`config.mk`:
```
export PLATFORM = sky130hd
export DESIGN_NAME = mem_access_stage
export DESIGN_NICKNAME = d
export VERILOG_FILES = /design/src/rtl/mem_pkg.sv /design/src/rtl/store_merge.sv /design/src/rtl/mem_access_stage.sv
export SDC_FILE = /design/constraint.sdc
export NUM_CORES = 1
export LEC_CHECK = 0
export ABC_AREA = 1
export CAP_MARGIN = 40
export CORE_ASPECT_RATIO = 1.4
export CORE_MARGIN = 1.5
export CORE_UTILIZATION = 40
export DETAILED_ROUTE_END_ITERATION = 6
export GPL_ROUTABILITY_DRIVEN = 0
export GPL_TIMING_DRIVEN = 0
export PLACE_DENSITY = 0.82
export SLEW_MARGIN = 20
export SYNTH_ARGS = -nofsm -noshare
export SYNTH_HDL_FRONTEND = slang
export SYNTH_HIERARCHICAL = 1
export SYNTH_SLANG_ARGS = --single-unit
export TNS_END_PERCENT = 100
```
`constraint.sdc`:
```
create_clock -name CLK -period 2.3 [get_ports CLK]
set_input_delay 0.575 -clock CLK [delete_from_list [all_inputs] [get_ports CLK]]
set_output_delay 0.575 -clock CLK [all_outputs]
set_load 0.03 [all_outputs]
```
`src/rtl/mem_pkg.sv`:
```
// mem_pkg: funct3 width codes, stage state encoding and the access legality rule
// shared by the memory-access stage and its bench.
package mem_pkg;

    localparam logic [2:0] F3_B  = 3'b000;
    localparam logic [2:0] F3_H  = 3'b001;
    localparam logic [2:0] F3_W  = 3'b010;
    localparam logic [2:0] F3_BU = 3'b100;
    localparam logic [2:0] F3_HU = 3'b101;

    localparam logic [0:0] S_PASS = 1'b0;
    localparam logic [0:0] S_RMW  = 1'b1;

    // True when a memory op cannot be issued: bad width code, misaligned, or ambiguous class.
    function automatic logic access_fault(input logic ld, input logic st, input logic [2:0] f3, input logic [1:0] off);
        logic mis;
        mis = (f3[1:0] == 2'b10 && off != 2'b00) || (f3[1:0] == 2'b01 && off[0]);
        return (ld && st)
            || (st && !(f3 inside {F3_B, F3_H, F3_W}))
            || (ld && !(f3 inside {F3_B, F3_H, F3_W, F3_BU, F3_HU}))
            || ((ld || st) && mis);
    endfunction

endpackage

```
`src/rtl/store_merge.sv`:
```
// store_merge: little-endian lane merge of store data into an old memory word.
module store_merge (
    input  logic [31:0] old_word,
    input  logic [31:0] data,
    input  logic [1:0]  offset,
    input  logic [2:0]  funct3,
    output logic [31:0] merged
);

    always_comb begin
        merged = old_word;
        if (funct3[1])
            merged = data;
        else if (funct3[0])
            merged[{offset[1], 4'b0000} +: 16] = data[15:0];
        else
            merged[{offset, 3'b000} +: 8] = data[7:0];
    end

endmodule

```
`src/rtl/mem_access_stage.sv`:
```
// mem_access_stage: registers ops toward data memory; sub-word stores become a
// read (S_RMW) followed by a merged full-word write.
module mem_access_stage
    import mem_pkg::*;
#(
    parameter bit CHECK_ALIGN = 1'b1
) (
    input  logic        CLK,
    input  logic        RST_X,
    input  logic        ex_valid,
    output logic        ex_ready,
    input  logic [31:0] ex_addr,
    input  logic [31:0] ex_wdata,
    input  logic [2:0]  ex_funct3,
    input  logic        ex_is_load,
    input  logic        ex_is_store,
    input  logic [4:0]  ex_rd,
    input  logic        flush,
    input  logic [31:0] mem_rdata,
    output logic [31:0] mem_addr,
    output logic [31:0] mem_wd,
    output logic        mem_we,
    output logic        mem_valid,
    output logic [4:0]  mem_rd,
    output logic [2:0]  mem_ld_funct3,
    output logic [1:0]  mem_ld_off,
    output logic        mem_fault
);

    logic [0:0]  state;
    logic [31:0] rmw_data;
    logic [1:0]  rmw_off;
    logic [2:0]  rmw_f3;
    logic [31:0] merged;
    logic        accept, is_mem, is_st, fault, sub_word;

    assign ex_ready = RST_X && state == S_PASS;
    assign accept   = ex_valid && ex_ready && !flush;
    assign is_mem   = ex_is_load || ex_is_store;
    assign is_st    = ex_is_store && !ex_is_load;
    assign fault    = CHECK_ALIGN && access_fault(ex_is_load, ex_is_store, ex_funct3, ex_addr[1:0]);
    assign sub_word = is_st && !ex_funct3[1];

    store_merge u_merge (
        .old_word(mem_rdata),
        .data    (rmw_data),
        .offset  (rmw_off),
        .funct3  (rmw_f3),
        .merged  (merged)
    );

    // Control outputs default to a bubble each cycle; data fields hold until the next accept.
    always_ff @(posedge CLK or negedge RST_X) begin
        if (!RST_X) begin
            state         <= S_PASS;
            mem_addr      <= '0;
            mem_wd        <= '0;
            mem_we        <= 1'b0;
            mem_valid     <= 1'b0;
            mem_rd        <= '0;
            mem_ld_funct3 <= '0;
            mem_ld_off    <= '0;
            mem_fault     <= 1'b0;
            rmw_data      <= '0;
            rmw_off       <= '0;
            rmw_f3        <= '0;
        end else begin
            mem_we    <= 1'b0;
            mem_valid <= 1'b0;
            mem_fault <= 1'b0;
            if (state == S_RMW) begin
                state <= S_PASS;
                if (!flush) begin
                    mem_wd    <= merged;
                    mem_we    <= 1'b1;
                    mem_valid <= 1'b1;
                end
            end else if (accept) begin
                mem_addr      <= is_mem ? {ex_addr[31:2], 2'b00} : ex_addr;
                mem_wd        <= ex_wdata;
                mem_rd        <= is_st ? 5'd0 : ex_rd;
                mem_ld_funct3 <= ex_funct3;
                mem_ld_off    <= ex_addr[1:0];
                rmw_data      <= ex_wdata;
                rmw_off       <= ex_addr[1:0];
                rmw_f3        <= ex_funct3;
                if (fault)
                    mem_fault <= 1'b1;
                else if (sub_word)
                    state <= S_RMW;
                else begin
                    mem_valid <= 1'b1;
                    mem_we    <= is_st;
                end
            end
        end
    end

endmodule

```
==> impl_metrics.csv <==
group,metric,value,unit
timing,rsz0062_at_grt,"no",
setup_path,crit_slowest_cell,"dlygate4sd2_1",
timing,finClkSkew,8.40,ps
placement,io_buffer_count,187,
logic_synthesis,ys_dominant_reg_cell,"dfrtp_1",
logic_synthesis,ys_seq_elements,110,
power_and_ir_drop,p_leak,4.18,nW
status,status,"complete, but fails checks",
die,coreArea,14400,um^2
clocking,numCtsBuffers,9,
die,die-area,15300,um^2
clocking,clk_pin_slew,70,ps
hold_path,hp-class,"primary input to async pin",
timing,setup_violations,0,
die,start_util,40.6,%
layout,antenna_cells,0,
clocking,cts_buffer_depth,2,
power_and_ir_drop,ir_drop,0.501,mV
grt,grt.overflow.total,0,
layout,drive_gt1_share,6.81,%
detailed_routing,first_pass_iters,7,
power_and_ir_drop,p_per_area,770,nW/um^2
die,pin_count,188,
status,violations,"design-rule violations",
clocking,postCtsHoldBufs,0,
logic_synthesis,synth_most_common_cell,"nand2_1",
detailed_routing,ant_nets,0,
detailed_routing,wl_per_cell,15.0,um
layout,multi_input_area,2620,um^2
timing,relSlewSlack,67.6,%
detailed_routing,vias,6077,
setup_path,worstPathCellList,"buf_12 -> inv_1 -> nor2_4 -> dlygate4sd2_1",
setup_path,required,1730,ps
detailed_routing,drcViolationCount,2,
die,fp.dieH,146,um
logic_synthesis,seq_area_frac_synth,47.2,%
setup_path,critPathBufInv,3,
layout,fin_nets,1139,
grt,grt_pass1_wl,29.4,mm
clocking,root_buffer,"clkbuf_16",
power_and_ir_drop,power,0.00641,W
flow_run,cap_violations,0,
logic_synthesis,synth_edf_count,0,
grt,grt_util_all_layers,24.3,%
grt,grt_pass1_vias,6069,
logic_synthesis,yosysTopAreaCell,"dfrtp_1",
logic_synthesis,synth_cells,824,
logic_synthesis,synthTopCellsByArea,"dfrtp_1 (47%), nand2_1 (21%), a21oi_1 (7.6%)",
logic_synthesis,syn_area_per_cell,7.08,um^2
setup_path,slowest_delay,430,ps
clocking,h-tree-depth,3,
grt,antenna_found_initial,0,
clocking,cts_tree,"built",
logic_synthesis,synth_nets,939,
timing,worstMarginPinSlew,485,ps
setup_path,cp_top_family,"buffers and inverters",
logic_synthesis,synthesis.area,5840,um^2
setup_path,cp_max_fo,55,
grt,grt_max_degree,58,
setup_path,crit_arrival,1550,ps
detailed_routing,drt_iter0_drc,326,
logic_synthesis,yosys_warnings,6,
layout,syn2layout_area_growth,42.8,%
timing,slew_violations,0,
detailed_routing,routed_wl,18.2,mm
timing,setup_ws,171,ps
placement,pre_cts_ws,-326,ps
layout,n_fill_cell,1281,
layout,seqCellArea,2760,um^2
detailed_routing,vias_per_cell,4.99,
placement,dp_hpwl,13.6,mm
timing,fin_crit_sh,92.6,%
timing,hold_violations,0,
die,rows,52,
clocking,cts.sinks,110,
setup_path,rr_worst_depth,10,
die,die_width,105,um
timing,fin_crit,2130,ps
logic_synthesis,synthArstFlopShare,100,%
clocking,clock_latency,350,ps
setup_path,worstSetupPathType,"primary input to primary output",
logic_synthesis,synthTopCellsByCount,"nand2_1 (319), nor2_1 (114), dfrtp_1 (110), a21oi_1 (89), inv_1 (63)",
setup_path,worstSetupEndpointType,"primary output",
setup_path,cp.depth,4,
logic_synthesis,synth_top_area_share,47.2,%
setup_path,startpoint_type,"primary input",
timing,fmax,0.470,GHz
logic_synthesis,synth_cell_types,24,
-- routing by layer --
layer	part of all wire, %	track usage [%]	vias to the layer above
met3	8.2	6.85	60
li1	-	-	2968
met5	0	0	-
met2	50	41.2	266
met1	38	27.4	2783
met4	4.3	13.2	0
-- cells by family after synthesis --
| group | after synthesis | share of synthesized area [%] |
|---|---|---|
| compound gates | 140 | 12.2 |
| flops | 110 | 47.2 |
| buf+inv | 106 | 8.21 |
| simple gates | 463 | 31.4 |
| fa+ha+maj | 5 | 1.07 |
-- final timing paths --
path	endpoint	startpoint	slack, ps
setup / recovery	ex_ready	RST_X	170
hold / removal	mem_wd[21]	RST_X	90
setup reg to reg	mem_wd[13]	rmw_off[0]	170
hold reg to reg	mem_addr[28]	mem_addr[28]	480
max in group asynchronous	mem_we	RST_X	1630
min in group CLK	mem_addr[28]	mem_addr[28]	480
-- placed cells by master, fill, tap and decap left out, types with 2 or more instances in the layout --
cell / netlist / routed
a21oi_1: 89 / 89
buf_2: 23 / 23
buf_4: 2 / 3
buf_6: 6 / 6
bufinv_16: 0 / 2
clkbuf_1: 5 / 6
clkbuf_16: 0 / 9
clkbuf_8: 0 / 2
clkdlybuf4s50_1: 0 / 185
clkinvlp_4: 0 / 2
dfrtp_1: 110 / 108
dfrtp_2: 0 / 2
ha_1: 5 / 5
inv_1: 63 / 63
inv_2: 6 / 6
nand2_1: 319 / 319
nand2_4: 2 / 2
nand3_1: 20 / 20
nor2_1: 114 / 112
nor2_2: 2 / 3
nor2_4: 3 / 4
o21ai_0: 36 / 36
o21ai_1: 12 / 12
-- registers in the layout, indices dropped and copies added (netlist names) --
register,cells
mem_addr,32
mem_wd,32
rmw_data,32
mem_rd,5
mem_ld_funct3,3
rmw_off,2
mem_fault,1
mem_valid,1
mem_we,1
state,1
-- power by group --
part           internal, W  switching, W
Sequential         0.00224      0.000232
Clock              0.00101      0.000698
Combinational     0.000910       0.00132
Total              0.00416       0.00225
-- worst reg2reg max path, stage by stage, from the launching register on --
cell and delay [ps]:
dfrtp_2 470, inv_2 140, ha_1 300, inv_1 80, nor3_2 430, nand2_1 140
o21ai_0 110, nand2_1 90, nand2_1 80, a21oi_1 70, a21oi_1 150
-- final cells by class --
type	instances	area share, %
Sequential cell	110	33.1
Multi-Input combinational cell	608	31.4
Timing Repair Buffer	189	23.0
Inverter	70	3.20
Clock buffer	12	3.08
Tap cell	189	2.84
Buffer	36	2.60
Clock inverter	3	0.811
-- metrics by stage --
| stage | utilization (%) | hold WS, ps | TNS (ps) | area, um^2 | instances |
|---|---|---|---|---|---|
| final | 58.0 | 90.8 | 0 | 8340 | 1217 |
| after detailed placement | 55.4 | 466 | -422 | 7970 | 1201 |
| after CTS | 57.8 | 102 | 0 | 8310 | 1216 |
| after global placement | 55.2 | 461 | -851620 | 7940 | 1200 |
| after floorplan | - | 279 | 0 | 5840 | 824 |
| after global routing | 58.0 | 110 | 0 | 8340 | 1217 |
-- repair_timing --
| item | 4_1_cts | 5_1_grt |
|---|---|---|
| buffers inserted | 0 | 1 |
| hold endpoints to repair | 0 | 0 |
| resized for setup | 5 | 5 |
| endpoints found under the setup margin | 10 | 29 |
| pin swaps | 0 | 1 |
Power figures use the tool's default switching activity.
